==> src/rtl/shooter_controller.sv <==
// Per-frame shooter motion and single-projectile controller for the VGA colour mapper.
// Samples the keycode once per synchronised frame_clk rising edge and walks WAIT -> SHOOTER -> BULLET.
module shooter_controller #(
  parameter logic [9:0] START_X = 10'd304,
  parameter logic [9:0] START_Y = 10'd239,
  parameter logic [9:0] STEP    = 10'd2,
  parameter logic [9:0] BSTEP   = 10'd8,
  parameter logic [9:0] MIN_X   = 10'd32,
  parameter logic [9:0] MAX_X   = 10'd607,
  parameter logic [9:0] MIN_Y   = 10'd62,
  parameter logic [9:0] MAX_Y   = 10'd447,
  parameter logic [9:0] SPR     = 10'd32,
  parameter logic [9:0] BSZ     = 10'd4
) (
  input  logic       Clk,
  input  logic       Reset_n,
  input  logic       frame_clk,
  input  logic [7:0] keycode,
  output logic [9:0] ShooterX,
  output logic [9:0] ShooterY,
  output logic [1:0] ShooterFace,
  output logic [9:0] BulletX,
  output logic [9:0] BulletY,
  output logic       BulletActive
);

  localparam logic [7:0] KEY_UP    = 8'h1A;
  localparam logic [7:0] KEY_RIGHT = 8'h07;
  localparam logic [7:0] KEY_DOWN  = 8'h16;
  localparam logic [7:0] KEY_LEFT  = 8'h04;
  localparam logic [7:0] KEY_FIRE  = 8'h2C;

  localparam logic signed [10:0] STEP_S   = $signed({1'b0, STEP});
  localparam logic signed [10:0] BSTEP_S  = $signed({1'b0, BSTEP});
  localparam logic signed [10:0] MIN_X_S  = $signed({1'b0, MIN_X});
  localparam logic signed [10:0] MIN_Y_S  = $signed({1'b0, MIN_Y});
  localparam logic signed [10:0] MAX_X_S  = $signed({1'b0, MAX_X});
  localparam logic signed [10:0] MAX_Y_S  = $signed({1'b0, MAX_Y});
  localparam logic signed [10:0] BSZ_M1_S = $signed({1'b0, BSZ}) - 11'sd1;
  // Last legal upper-left corner keeping the whole sprite on the floor.
  localparam logic signed [10:0] SX_MAX_S = MAX_X_S + 11'sd1 - $signed({1'b0, SPR});
  localparam logic signed [10:0] SY_MAX_S = MAX_Y_S + 11'sd1 - $signed({1'b0, SPR});
  localparam logic [9:0]         HALF     = (SPR - BSZ) >> 1;

  typedef enum logic [1:0] {
    ST_WAIT    = 2'd0,
    ST_SHOOTER = 2'd1,
    ST_BULLET  = 2'd2
  } state_e;

  state_e     state_q, state_d;
  logic [2:0] sync_q;
  logic       tick_s;
  logic [7:0] key_q, key_d;
  logic [9:0] sx_q, sx_d, sy_q, sy_d;
  logic [1:0] face_q, face_d;
  logic [9:0] bx_q, bx_d, by_q, by_d;
  logic       bact_q, bact_d;
  logic [1:0] bdir_q, bdir_d;
  logic       fire_prev_q, fire_prev_d;

  logic signed [10:0] sx_s, sy_s, bx_s, by_s;
  logic signed [10:0] up_s, down_s, left_s, right_s;
  logic signed [10:0] bnx_s, bny_s;
  logic               bout_s;
  logic               spawn_s;

  // sync_q[1] is the synchronised level, sync_q[2] its one-cycle-delayed copy.
  assign tick_s = sync_q[1] & ~sync_q[2];

  assign sx_s    = $signed({1'b0, sx_q});
  assign sy_s    = $signed({1'b0, sy_q});
  assign bx_s    = $signed({1'b0, bx_q});
  assign by_s    = $signed({1'b0, by_q});
  assign up_s    = sy_s - STEP_S;
  assign down_s  = sy_s + STEP_S;
  assign left_s  = sx_s - STEP_S;
  assign right_s = sx_s + STEP_S;

  assign spawn_s = (key_q == KEY_FIRE) && !fire_prev_q && !bact_q;

  always_ff @(posedge Clk or negedge Reset_n) begin
    if (!Reset_n) begin
      sync_q <= 3'b000;
    end else begin
      sync_q <= {sync_q[1:0], frame_clk};
    end
  end

  // Candidate bullet position one flight step along bdir, and whether it leaves the floor.
  always_comb begin
    bnx_s = bx_s;
    bny_s = by_s;
    case (bdir_q)
      2'd0:    bny_s = by_s - BSTEP_S;
      2'd1:    bnx_s = bx_s + BSTEP_S;
      2'd2:    bny_s = by_s + BSTEP_S;
      2'd3:    bnx_s = bx_s - BSTEP_S;
      default: bnx_s = bx_s;
    endcase
    bout_s = (bnx_s < MIN_X_S) || (bny_s < MIN_Y_S) ||
             ((bnx_s + BSZ_M1_S) > MAX_X_S) || ((bny_s + BSZ_M1_S) > MAX_Y_S);
  end

  always_comb begin
    state_d     = state_q;
    key_d       = key_q;
    sx_d        = sx_q;
    sy_d        = sy_q;
    face_d      = face_q;
    bx_d        = bx_q;
    by_d        = by_q;
    bact_d      = bact_q;
    bdir_d      = bdir_q;
    fire_prev_d = fire_prev_q;
    case (state_q)
      ST_WAIT: begin
        if (tick_s) begin
          key_d   = keycode;
          state_d = ST_SHOOTER;
        end else begin
          state_d = ST_WAIT;
        end
      end
      ST_SHOOTER: begin
        case (key_q)
          KEY_UP: begin
            face_d = 2'd0;
            if (up_s < MIN_Y_S) sy_d = MIN_Y;
            else                sy_d = up_s[9:0];
          end
          KEY_RIGHT: begin
            face_d = 2'd1;
            if (right_s > SX_MAX_S) sx_d = SX_MAX_S[9:0];
            else                    sx_d = right_s[9:0];
          end
          KEY_DOWN: begin
            face_d = 2'd2;
            if (down_s > SY_MAX_S) sy_d = SY_MAX_S[9:0];
            else                   sy_d = down_s[9:0];
          end
          KEY_LEFT: begin
            face_d = 2'd3;
            if (left_s < MIN_X_S) sx_d = MIN_X;
            else                  sx_d = left_s[9:0];
          end
          default: face_d = face_q;
        endcase
        state_d = ST_BULLET;
      end
      ST_BULLET: begin
        if (spawn_s) begin
          bx_d   = sx_q + HALF;
          by_d   = sy_q + HALF;
          bdir_d = face_q;
          bact_d = 1'b1;
        end else if (bact_q) begin
          // No partial step: a bullet that would cross the wall retires in place.
          if (bout_s) begin
            bact_d = 1'b0;
          end else begin
            bx_d = bnx_s[9:0];
            by_d = bny_s[9:0];
          end
        end else begin
          bact_d = 1'b0;
        end
        fire_prev_d = (key_q == KEY_FIRE);
        state_d     = ST_WAIT;
      end
      default: state_d = ST_WAIT;
    endcase
  end

  always_ff @(posedge Clk or negedge Reset_n) begin
    if (!Reset_n) begin
      state_q     <= ST_WAIT;
      key_q       <= 8'h00;
      sx_q        <= START_X;
      sy_q        <= START_Y;
      face_q      <= 2'd0;
      bx_q        <= 10'd0;
      by_q        <= 10'd0;
      bact_q      <= 1'b0;
      bdir_q      <= 2'd0;
      fire_prev_q <= 1'b0;
    end else begin
      state_q     <= state_d;
      key_q       <= key_d;
      sx_q        <= sx_d;
      sy_q        <= sy_d;
      face_q      <= face_d;
      bx_q        <= bx_d;
      by_q        <= by_d;
      bact_q      <= bact_d;
      bdir_q      <= bdir_d;
      fire_prev_q <= fire_prev_d;
    end
  end

  assign ShooterX     = sx_q;
  assign ShooterY     = sy_q;
  assign ShooterFace  = face_q;
  assign BulletX      = bx_q;
  assign BulletY      = by_q;
  assign BulletActive = bact_q;

endmodule
==> config.mk <==
export PLATFORM = sky130hd
export DESIGN_NAME = shooter_controller
export DESIGN_NICKNAME = d
export VERILOG_FILES = /design/src/rtl/shooter_controller.sv
export SDC_FILE = /design/constraint.sdc
export NUM_CORES = 1
export LEC_CHECK = 0
export CORE_ASPECT_RATIO = 0.6
export CORE_MARGIN = 5
export CORE_UTILIZATION = 62
export DETAILED_ROUTE_END_ITERATION = 7
export PLACE_DENSITY = 0.87
export SLEW_MARGIN = 20
export SYNTH_ARGS = -nofsm -noshare
export SYNTH_HDL_FRONTEND = slang
export SYNTH_SLANG_ARGS = --single-unit
==> constraint.sdc <==
create_clock -name Clk -period 8.6 [get_ports Clk]
set_input_delay 0.86 -clock Clk [delete_from_list [all_inputs] [get_ports Clk]]
set_output_delay 0.86 -clock Clk [all_outputs]
set_load 0.01 [all_outputs]
Yosys cells after proc, flatten, opt, wreduce, memory -nomap -nowiden
Cells that the tools add are included.

Flip-flop bits (word level): 59. Bits in latches: 0. RAM bits: 0. ROM bits: 0. Bits of input ports: 11. Output and inout port bits: 43. Memories kept: 0.

Add/subtract/negate cells: 12. Multiply operators: 0. Divide/modulo/power cells: 0. Magnitude comparators: 8. Equality and inequality tests: 11. Shifts and indexed selects: 0. Mux-type cells: 20. Bitwise logic cells: 2. Reductions and logical operators: 19.

Operators by type and width (number): $mux W10 (10); $lt A11 B7 Y1 const B (4); $pmux W11 S2 (2); $pmux W10 S2 (2); $add A10 B2 Y11 const B (2); $add A10 B4 Y11 const B (2); $add A11 B3 Y11 const B (2); $gt A11 B10 Y1 const B (2); $gt A11 B11 Y1 const B (2); $sub A10 B2 Y11 const B (2); $sub A10 B4 Y11 const B (2); $add A10 B4 Y10 const B (2); $eq A8 B3 Y1 const B (2); $eq A8 B5 Y1 const B (2); $reduce_and A2 Y1 (5); $eq A8 B6 Y1 const B (1); $pmux W2 S4 (1); $eq A2 B2 Y1 const B (3); $reduce_bool A2 Y1 (3); $eq A2 B1 Y1 const B (2); $logic_not A2 Y1 (2); $mux W1 (4); $pmux W2 S2 (1); $reduce_bool A4 Y1 (1); other kinds (7) (11).

Longest topological paths before layout
Depth in word-level cells: 9. Mapped depth: 15.

Least setup slack after synthesis
No wires, ideal clock.

Path kind: flip-flop to flip-flop. Start: register bdir_q[0]. End: register by_q[5], in the netlist BulletY[5]. Data arrival time: 3.388 ns. Required time: 8.475 ns. Slack: 5.087 ns. Stages on the path, launching flop included: 15. Buffers on the path: 2. Path through: dfrtp_1 > buf_2 > inv_2 > nand2_1 > ha_1 > nor2b_1 > o21a_1 > o21a_1 > or4_1 > nand3_1 > mux2i_1 > or4b_4 > buf_6 > nand2_8 > mux2_4.

Word-level cells in the longest chain between the ends: 8. Elaborated cells between the ends (all ways): 20.

Ends and longest elaborated chain: from (decl) (RTL line 59) `logic [1:0] bdir_q, bdir_d;`; from (signal assigned) (RTL line 196) `bdir_q <= bdir_d;`; $eq A2 B2 Y1 (tied with other cells) (RTL line 94) `case (bdir_q)`; $pmux W11 S2 (RTL line 94); $add A11 B3 Y11 or $lt A11 B7 Y1 (tied branches) (RTL line 102, 101); $gt A11 B11 Y1 or $logic_or A1 B1 Y1 (tied branches) (RTL line 102, 101); $logic_or A1 B1 Y1 (RTL line 101) `bout_s = (bnx_s < MIN_X_S) || (bny_s < MIN_Y_S) ||`; $logic_or A1 B1 Y1 (RTL line 102) `((bnx_s + BSZ_M1_S) > MAX_X_S) || ((bny_s + BSZ_M1_S) > MAX_Y_S);`; $ne A2 B1 Y1 (no line); $reduce_and A3 Y1 (no line); to (signal assigned) (RTL line 194) `by_q <= by_d;`; to (decl) (RTL line 57) `logic [9:0] bx_q, bx_d, by_q, by_d;`.

Several ways; a longest one is shown, not always the timed one. The select of a mux whose other input is x is not followed. A chain may end at the register's enable or synchronous reset.

Worst setup path in the final report
Start: register bdir_q[0]. End: register by_q[4], in the netlist BulletY[4].

The elaborated chain is that of the path after synthesis.

==> PnR_summary.wiki <==
{| class="wikitable"
! Metric !! Value
|-
| Hold depth || 0
|-
| Slew @ Worst Pin || 0.761 ns
|-
| Site row count || 24
|-
| Final Instance Area || 0.00565 mm2
|-
| Maximum number of pins on one net before global-route repair || 58
|-
| Post-placement cell area || 0.00533 mm2
|-
| Classification of the worst-slack hold path || reg -> reg
|-
| Slack of the worst reg-to-reg path || 4.14 ns
|-
| Final Util || 76.2%
|-
| Sum of internal, switching and leakage power || 1.01 mW
|-
| Setup total negative slack || 0 ns
|-
| MaxCap Viol Count || 0
|-
| Total half-perimeter wirelength after legalization and detailed placement || 9750 um
|-
| Relative area change from synthesis to final layout || 17.2%
|-
| Power density of the placed cells || 179 mW/mm2
|-
| CTS Sinks || 57
|-
| Highest fanout seen on the critical path || 37
|-
| Result of the run || complete, no violations
|-
| R2r startpoint || bdir_q[0]
|-
| Critical Path Start Type || register
|-
| Relative slew slack || 49.1%
|-
| Share of total power in sequential cells || 33.1%
|-
| CP Capture Type || register
|-
| Clock Skew || 0.00489 ns
|-
| Yosys top cell by area || sky130_fd_sc_hd__dfrtp_1
|-
| Most frequently used flop master after synthesis || sky130_fd_sc_hd__dfrtp_1
|-
| # hold bufs at CTS || 0
|-
| Total number of yosys warnings || 0
|-
| Via count of the first global-routing pass || 4360
|-
| Most instantiated cells after synthesis || sky130_fd_sc_hd__nand2_1 (63), sky130_fd_sc_hd__nor2_1 (48), sky130_fd_sc_hd__dfrtp_1 (47)
|-
| Synth Register Bits || 57
|-
| LEAKAGE || 2.25 nW
|-
| Total iterations of the first detailed-routing run || 6
|-
| Share of synthesized area occupied by flip-flops and latches || 29.8%
|-
| Count of vias placed by the detailed router || 4906
|-
| Layout cells sized above 1 || 9.11%
|-
| Final Hold Violating Endpoints || 0
|-
| Number of buffer cells added on primary ports || 51
|-
| Total global-route track usage || 28.5%
|-
| Endpoint, Worst Hold || sync_q[1]
|-
| Peak supply drop || 0.000163 V
|-
| Critical register-to-register path endpoint || BulletY[4]
|-
| Crit path arrival time || 4.67 ns
|-
| # resized after CTS || 0
|-
| Top-count cell post-synth || sky130_fd_sc_hd__nand2_1
|-
| Synthesized area || 0.00482 mm2
|-
| DRC || 0
|-
| Number of enable-type register cells in the synthesized netlist || 0
|-
| Core outline area || 0.00742 mm2
|-
| Placer Congestion || 1.01
|-
| Maximum clock insertion buffer count || 2
|-
| Part of the total power dissipated in the clock network || 38.4%
|-
| Net count reported at finish || 649
|-
| Iteration-0 DRC count of the detailed router || 518
|-
| Syn Inst Count || 591
|-
| Kind of critical path || reg -> reg
|-
| Max frequency || 224 MHz
|-
| WP data required || 8.81 ns
|-
| Initial Utilization || 65.0%
|-
| Cell internal power dissipation || 0.675 mW
|-
| Synth cell types || 83
|-
| Inserted Diodes || 0
|-
| Overflow left after global routing || 0
|-
| Post CTS Setup Buffer Count || 0
|-
| Worst hold slack across all endpoints || 0.350 ns
|-
| Number of cell instances on the worst register-to-register path || 12
|-
| Unrepaired setup endpoints after global routing || false
|-
| # IOs || 54
|-
| Share of the synthesized area in the top cell type || 24.4%
|-
| DRT Wirelength || 13600 um
|-
| Setup violations, final || 0
|-
| Period utilization || 51.8%
|-
| Synthesized area divided by synthesized cell count || 8.16 um2
|-
| Number of fill cells || 538
|-
| Initial antenna violation count || 0
|-
| Floorplan die area || 0.00970 mm2
|-
| Final slew viol count || 0
|-
| Post-DR vias/cell || 6.72
|-
| Async set-reset flop share out of synthesis || 100%
|-
| Die height || 78.3 um
|-
| Clock Tree Root || sky130_fd_sc_hd__clkbuf_16
|-
| Clock network latency to the later pin of the worst-skew pair || 0.34 ns
|-
| Switching share of total power || 33.4%
|-
| Number of routed nets with antenna violations || 0
|-
| Sw power || 0.338 mW
|-
| TritonCTS clock tree || done
|-
| Number of H-tree branching levels || 3
|-
| Die Wd || 124 um
|-
| Wire length of the first global-routing pass || 22200 um
|-
| Register clock-pin slew on the reported worst setup and hold paths || 0.05 ns
|-
| Relative contribution of combinational cells to total power || 28.5%
|-
| CTS buffer count || 9
|-
| Cell types occupying the most area after synthesis || sky130_fd_sc_hd__dfrtp_1 (24%), sky130_fd_sc_hd__dfstp_2 (5.5%), sky130_fd_sc_hd__nand2_1 (4.9%), sky130_fd_sc_hd__a21oi_1 (4.3%), sky130_fd_sc_hd__ha_1 (4.2%)
|-
| Hold Crit Start || sync_q[0]
|-
| Avg WL per Cell || 18.6 um
|-
| Final critical path time including I/O delays and setup || 4.46 ns
|}
-- logic make-up (layout without fill, tap and decap cells) --
family                   after synthesis  count (layout)  share of synthesized area (%)
AO/OA/AOI/OAI                        173             173                           24.4
AND/OR/NAND/NOR                      235             235                           25.6
other                                  1               2                         0.0778
adder cells (fa/ha/maj)               17              17                           4.57
buffers and inverters                 59              93                           5.27
flip-flops                            57              57                           29.8
multiplexers                          20              20                           4.78
XOR/XNOR                              29              29                           5.42
-- cell type report --
type | count | area [um2] | area share, %
Timing Repair Buffer | 56 | 543 | 9.61
Tap cell | 104 | 130 | 2.30
Multi-Input combinational cell | 476 | 3140 | 55.5
Inverter | 21 | 78.8 | 1.40
Clock inverter | 5 | 78.8 | 1.40
Sequential cell | 57 | 1440 | 25.5
Clock buffer | 11 | 243 | 4.30
-- cells in the final DEF (no fill, tap or decap), drive strengths merged, types with 15 or more instances in the layout --
master	Yosys	routed
a21oi	41	41
clkdlybuf4s50	0	50
dfrtp	47	47
ha	16	16
inv	21	21
nand2	64	64
nand3	23	23
nor2	48	48
nor3	21	21
o21ai	41	41
xor2	15	15
-- how the worst max path moves through the flow --
stage	from	end	slack (ns)	depth (start not counted)
after global routing	bdir_q[0]	BulletY[4]	3.94	12
after CTS	bdir_q[0]	BulletY[4]	3.88	12
after global placement	bdir_q[0]	BulletY[4]	4.22	12
final	bdir_q[0]	BulletY[4]	4.14	12
after detailed placement	bdir_q[0]	BulletY[4]	3.92	12
after floorplan	bdir_q[0]	BulletY[5]	5.09	14
-- power by group through the flow --
stage	combinational, mW	clock [mW]	sequential [mW]
6_report	0.289	0.389	0.335
5_1_grt	0.316	0.405	0.339
4_1_cts	0.282	0.391	0.333
3_5_place_dp	0.279	0	0.337
3_3_place_gp	0.273	0	0.335
2_1_floorplan	0.202	0	0.325
-- flip-flops by register name, indices dropped and copies added (netlist names) --
signal and cells:
bdir_q 2, state_q 2, BulletActive 1, key_q 8, ShooterY 10, ShooterX 9, BulletX 9, sync_q 3
ShooterFace 2, BulletY 10, fire_prev_q 1
-- metrics by stage --
stage,worst slack [ns],std cells
2_1_floorplan,5.09,592
3_3_place_gp,4.22,714
4_1_cts,3.88,730
3_5_place_dp,3.92,714
6_report,4.14,730
5_1_grt,3.94,730
-- routing by layer --
metal	track usage (%)	vias to the layer above	wire length, um
li1	-	2242	-
met1	42.9	2337	6160
met2	40.9	305	5790
met3	6.61	22	1460
met4	7.73	0	163
met5	0	-	0
-- critical path: stages (launching register included) --
cell,delay [ns]
sky130_fd_sc_hd__dfrtp_2,0.77
sky130_fd_sc_hd__inv_2,0.23
sky130_fd_sc_hd__nand2_1,0.28
sky130_fd_sc_hd__ha_1,0.29
sky130_fd_sc_hd__a211oi_1,0.40
sky130_fd_sc_hd__nor3_1,0.11
sky130_fd_sc_hd__nor3_1,0.52
sky130_fd_sc_hd__nand4_1,0.24
sky130_fd_sc_hd__nand2b_1,0.20
sky130_fd_sc_hd__mux2i_1,0.17
sky130_fd_sc_hd__or4b_4,0.60
sky130_fd_sc_hd__nand2b_1,0.22
sky130_fd_sc_hd__a221o_1,0.31
No activity file was read; power rests on OpenSTA's default activity.
